## src/rtl/apb_master_bridge.sv

```systemverilog
// APB initiator: turns single-outstanding core load/store requests into SETUP/ACCESS transfers.
// Optional ACCESS timeout is compiled in with `define APB_BRIDGE_TIMEOUT_EN.
module apb_master_bridge #(
   parameter int ADDR_WIDTH     = 32,
   parameter int APB_DATA_WIDTH = 32,
   parameter int TIMEOUT_CYCLES = 256
) (
   input  logic                      clk,
   input  logic                      rst,
   input  logic                      req_valid,
   output logic                      req_ready,
   input  logic                      req_wr,
   input  logic [ADDR_WIDTH-1:0]     req_addr,
   input  logic [APB_DATA_WIDTH-1:0] req_wdata,
   output logic                      resp_valid,
   output logic [APB_DATA_WIDTH-1:0] resp_rdata,
   output logic                      resp_err,
   output logic                      apb_psel,
   output logic                      apb_enab,
   output logic                      apb_rw,
   output logic [ADDR_WIDTH-1:0]     apb_addr,
   output logic [APB_DATA_WIDTH-1:0] apb_datai,
   input  logic [APB_DATA_WIDTH-1:0] apb_datao,
   input  logic                      apb_ack
);

   typedef enum logic [1:0] {
      IDLE   = 2'd0,
      SETUP  = 2'd1,
      ACCESS = 2'd2
   } state_t;

   state_t                    state_q, state_d;
   logic                      psel_q, psel_d;
   logic                      enab_q, enab_d;
   logic                      rw_q, rw_d;
   logic [ADDR_WIDTH-1:0]     addr_q, addr_d;
   logic [APB_DATA_WIDTH-1:0] wdata_q, wdata_d;
   logic                      resp_valid_q, resp_valid_d;
   logic [APB_DATA_WIDTH-1:0] resp_rdata_q, resp_rdata_d;
   logic                      resp_err_q, resp_err_d;
   logic                      timeout_s;

`ifdef APB_BRIDGE_TIMEOUT_EN
   localparam int CW = $clog2(TIMEOUT_CYCLES + 1);

   logic [CW-1:0] cnt_q, cnt_d;

   // Count ACCESS cycles without ack; cleared while in SETUP so each ACCESS starts at zero.
   always_comb begin
      cnt_d = cnt_q;
      if (state_q == SETUP) begin
         cnt_d = '0;
      end else if ((state_q == ACCESS) && !apb_ack) begin
         cnt_d = cnt_q + CW'(1);
      end else begin
         cnt_d = cnt_q;
      end
   end

   // Wait-cycle counter register.
   always_ff @(posedge clk) begin
      if (rst) begin
         cnt_q <= '0;
      end else begin
         cnt_q <= cnt_d;
      end
   end

   // The edge that would bring the count to TIMEOUT_CYCLES aborts, unless ack arrives on it.
   assign timeout_s = (state_q == ACCESS) && !apb_ack && (cnt_q == CW'(TIMEOUT_CYCLES - 1));
`else
   // Without the timeout the parameter has no effect and ACCESS waits indefinitely.
   assign timeout_s = (TIMEOUT_CYCLES < 1) & 1'b0;
`endif

   // Next-state, request capture and response generation.
   always_comb begin
      state_d      = state_q;
      rw_d         = rw_q;
      addr_d       = addr_q;
      wdata_d      = wdata_q;
      resp_valid_d = 1'b0;
      resp_rdata_d = resp_rdata_q;
      resp_err_d   = 1'b0;
      case (state_q)
         IDLE: begin
            if (req_valid) begin
               state_d = SETUP;
               rw_d    = req_wr;
               addr_d  = req_addr;
               wdata_d = req_wdata;
            end else begin
               state_d = IDLE;
            end
         end
         SETUP: begin
            state_d = ACCESS;
         end
         ACCESS: begin
            if (apb_ack) begin
               state_d      = IDLE;
               resp_valid_d = 1'b1;
               resp_rdata_d = rw_q ? {APB_DATA_WIDTH{1'b0}} : apb_datao;
            end else if (timeout_s) begin
               state_d      = IDLE;
               resp_valid_d = 1'b1;
               resp_err_d   = 1'b1;
               resp_rdata_d = {APB_DATA_WIDTH{1'b0}};
            end else begin
               state_d = ACCESS;
            end
         end
         default: begin
            state_d = IDLE;
         end
      endcase
      psel_d = (state_d != IDLE);
      enab_d = (state_d == ACCESS);
   end

   // State, APB and response registers.
   always_ff @(posedge clk) begin
      if (rst) begin
         state_q      <= IDLE;
         psel_q       <= 1'b0;
         enab_q       <= 1'b0;
         rw_q         <= 1'b0;
         addr_q       <= {ADDR_WIDTH{1'b0}};
         wdata_q      <= {APB_DATA_WIDTH{1'b0}};
         resp_valid_q <= 1'b0;
         resp_rdata_q <= {APB_DATA_WIDTH{1'b0}};
         resp_err_q   <= 1'b0;
      end else begin
         state_q      <= state_d;
         psel_q       <= psel_d;
         enab_q       <= enab_d;
         rw_q         <= rw_d;
         addr_q       <= addr_d;
         wdata_q      <= wdata_d;
         resp_valid_q <= resp_valid_d;
         resp_rdata_q <= resp_rdata_d;
         resp_err_q   <= resp_err_d;
      end
   end

   assign req_ready  = (state_q == IDLE);
   assign apb_psel   = psel_q;
   assign apb_enab   = enab_q;
   assign apb_rw     = rw_q;
   assign apb_addr   = addr_q;
   assign apb_datai  = wdata_q;
   assign resp_valid = resp_valid_q;
   assign resp_rdata = resp_rdata_q;
   assign resp_err   = resp_err_q;

endmodule

```

## config.mk

```make
export PLATFORM = sky130hd
export DESIGN_NAME = apb_master_bridge
export DESIGN_NICKNAME = d
export VERILOG_FILES = /design/src/rtl/apb_master_bridge.sv
export SDC_FILE = /design/constraint.sdc
export NUM_CORES = 1
export LEC_CHECK = 0
export BUFFER_PORTS_ARGS = -buffer_cell sky130_fd_sc_hd__clkbuf_2
export CORE_MARGIN = 1.5
export CORE_UTILIZATION = 25
export CTS_CLUSTER_DIAMETER = 80
export DETAILED_ROUTE_END_ITERATION = 8
export GPL_TIMING_DRIVEN = 0
export SKIP_CTS_REPAIR_TIMING = 1
export SLEW_MARGIN = 25
export SYNTH_ARGS = -nofsm -noshare
export SYNTH_HDL_FRONTEND = slang
export SYNTH_SLANG_ARGS = --single-unit
```

## constraint.sdc

```tcl
create_clock -name clk -period 2.58 [get_ports clk]
set_input_delay 0.129 -clock clk [delete_from_list [all_inputs] [get_ports clk]]
set_output_delay 0.129 -clock clk [all_outputs]
set_load 0.01 [all_outputs]
```

==> impl_metrics.env <==
export IMPL_crit_slowest_cell="dfxtp_1"
export IMPL_final_period_utilization_pct=52.7
export IMPL_nets=754
export IMPL_p_int_mw=2.80
export IMPL_synth_area_leaders="dfxtp_1 (44%), nand2b_1 (22%), mux2i_1 (21%), or3b_1 (6.3%), buf_6 (2.4%)"
export IMPL_synth_common_cells="nand2b_1 (163), dfxtp_1 (102), mux2i_1 (97)"
export IMPL_ys_ff_latch=102
export IMPL_crit_chain="nor3b_2 -> buf_4 -> buf_6 -> mux2i_1"
export IMPL_status="complete, no violations"
export IMPL_finalClockSkew_ps=6.59
export IMPL_fin_total_pwr_mw=3.72
export IMPL_drive_gt1_share_pct=35.1
export IMPL_dp_cells=871
export IMPL_dieArea_um2=19300
export IMPL_grt_pass1_vias=3593
export IMPL_yosysMostFrequentCell="nand2b_1"
export IMPL_io_pins=203
export IMPL_synthCells=442
export IMPL_holdWs_ps=14.0
export IMPL_instances_no_fill=887
export IMPL_synth_sequential_area_ratio_pct=44.3
export IMPL_post_route_min_period_ps=1360
export IMPL_slew_viol_final=0
export IMPL_layout_setup_ws_ps=1220
export IMPL_die_x_um=139
export IMPL_syn_cell_area_um2=4610
export IMPL_fp_row_count=49
export IMPL_synth_distinct_cells=16
export IMPL_grt_pass1_wl_mm=19.1
export IMPL_critPathMaxFanout=10
export IMPL_die_h_um=139
export IMPL_synth_warnings=0
export IMPL_root_buffer="clkbuf_16"
export IMPL_slowest_delay_ps=350
export IMPL_p_sw_uw=926
export IMPL_fmax_ghz=0.735
export IMPL_clkSinkCount=102
export IMPL_numCtsBuffers=9
export IMPL_cts_tree="built"
export IMPL_start_util_pct=25.6
export IMPL_rsz0062_at_grt="false"
export IMPL_yosys_area_top_type="dfxtp_1"
export IMPL_synth_nets=543
export IMPL_cap_viol_max_count=0
export IMPL_worst_path_buf_inv=2
export IMPL_firstDrtPassIters=4
export IMPL_pwr_share_seq_pct=45.9
export IMPL_hp_class="input pin to flip-flop"
export IMPL_htreeDepth=3
export IMPL_finalSetupViolCount=0
export IMPL_port_buffers=200
export IMPL_antennaDiodeCount=0
export IMPL_place_detailed_hpwl_mm=8.84
export IMPL_ir_worst_vdd_v=0.000310
export IMPL_clk_pin_slew_ps=70
export IMPL_avgSynthCellArea_um2=10.4
export IMPL_grt_max_degree=17
export IMPL_yosysTopAreaCellShare_pct=44.3
export IMPL_power_share_clock_pct=39.4
export IMPL_synth_main_ff_cell="dfxtp_1"
export IMPL_leakage_nw=2.77
export IMPL_end_kind="flip-flop"
export IMPL_worstPathRequired_ps=2850
export IMPL_gp_congestion=0.742
export IMPL_hold_violations=0
export IMPL_async_reset_ff_share_pct=0
export IMPL_antenna_found_initial=0
export IMPL_setup_tns_ps=0
export IMPL_comb_power_share_pct=14.7
export IMPL_worst_skew_pair_late_latency_ps=350
export IMPL_critPathKind="flip-flop to flip-flop"
export IMPL_cts_buffer_depth=2
export IMPL_crit_arrival_ps=1630
export IMPL_dpl_worst_slack_ps=1120
export IMPL_area_delta_synth_final_pct=34.8
export IMPL_synth_edf_count=0
export IMPL_wl_per_cell_um=13.5
export IMPL_drc=0
export IMPL_crit_family="buffers and inverters"
export IMPL_via_per_inst=4.09
export IMPL_netSwitchingFraction_pct=24.9
export IMPL_routed_wirelength_mm=12.0
export IMPL_first_iter_violations=74
export IMPL_cp_start_kind="flip-flop"
export IMPL_overflow=0
export IMPL_vias=3624
export IMPL_grt_total_usage_pct=12.5
export IMPL_antenna_left=0
export IMPL_core_area_um2=18000
export IMPL_p_per_area_nw_per_um2=599
-- cell usage in the layout (no fill, tap or decap) --
master | Yosys | final
clkbuf_2 | 0 | 200
nand2b_1 | 163 | 163
dfxtp_1 | 102 | 102
mux2i_1 | 97 | 97
or3b_1 | 33 | 33
clkbuf_1 | 22 | 24
buf_6 | 10 | 10
clkbuf_16 | 0 | 9
buf_2 | 3 | 3
nor2_1 | 2 | 2
buf_4 | 2 | 2
a21oi_1 | 2 | 2
clkinvlp_4 | 0 | 2
bufinv_16 | 0 | 2
nor3b_2 | 1 | 1
and3b_1 | 1 | 1
or3b_2 | 1 | 1
a31oi_1 | 1 | 1
nor2b_1 | 1 | 1
conb_1 | 1 | 1
clkinv_4 | 0 | 1
-- through the flow --
stage | util [%] | cell area (µm²)
6_report | 34.5 | 6210
5_1_grt | 34.5 | 6210
4_1_cts | 34.5 | 6210
3_5_place_dp | 32.7 | 5900
3_3_place_gp | 32.7 | 5900
2_1_floorplan | - | 4610
-- cell families (layout without fill, tap and decap cells) --
group / after synthesis / in the layout / synth area share [%]
AND/OR/NAND/NOR: 202 / 202 / 29.3
other: 1 / 1 / 0.0813
AO/OA/AOI/OAI: 3 / 3 / 0.353
buffers and inverters: 37 / 253 / 4.88
flip-flops: 102 / 102 / 44.3
multiplexers: 97 / 97 / 21.1
-- worst paths after layout --
path | start | slack (ps) | endpoint | cells after the start
min reg2reg | apb_addr[15] | 470 | apb_addr[15] | 2
max reg2reg | state_q[1] | 1220 | apb_datai[15] | 4
min | req_addr[15] | 10 | apb_addr[15] | 3
max | state_q[1] | 1220 | apb_datai[15] | 4
-- layer usage --
metal,global-route usage (%),vias up,wire (µm)
li1,-,1875,-
met4,4.17,0,185
met3,3.97,14,734
met1,16.0,1614,5710
met5,0,-,0
met2,20.0,121,5350
-- worst reg2reg max path, cell delays in order (launching register included) --
cell,delay (ps)
dfxtp_1,350
nor3b_2,250
buf_4,280
buf_6,210
mux2i_1,200
-- state kept, by name (all words and copies together), names as in the netlist --
signal / flops
apb_addr: 32
apb_psel: 1
resp_rdata: 32
apb_datai: 32
state_q: 2
apb_rw: 1
resp_valid: 1
apb_enab: 1
-- final cells by class --
type / instances / area [µm²]
buffer: 37 / 225
clock buffer: 11 / 233
clock inverter: 5 / 83.8
fill: 1900 / 11800
multi-input combinational: 303 / 2340
sequential: 102 / 2040
tap: 229 / 287
timing repair buffer: 200 / 1000
-- power by group through the flow --
| stage | combinational (mW) | clock [mW] | sequential (mW) |
|---|---|---|---|
| finish | 0.548 | 1.47 | 1.71 |
| detailed placement | 0.560 | 0 | 1.75 |
| CTS | 0.563 | 1.54 | 1.71 |
| global route | 0.605 | 1.60 | 1.72 |
| global placement | 0.560 | 0 | 1.75 |
| floorplan | 0.283 | 0 | 1.78 |
(Power assumes the default switching activity.)
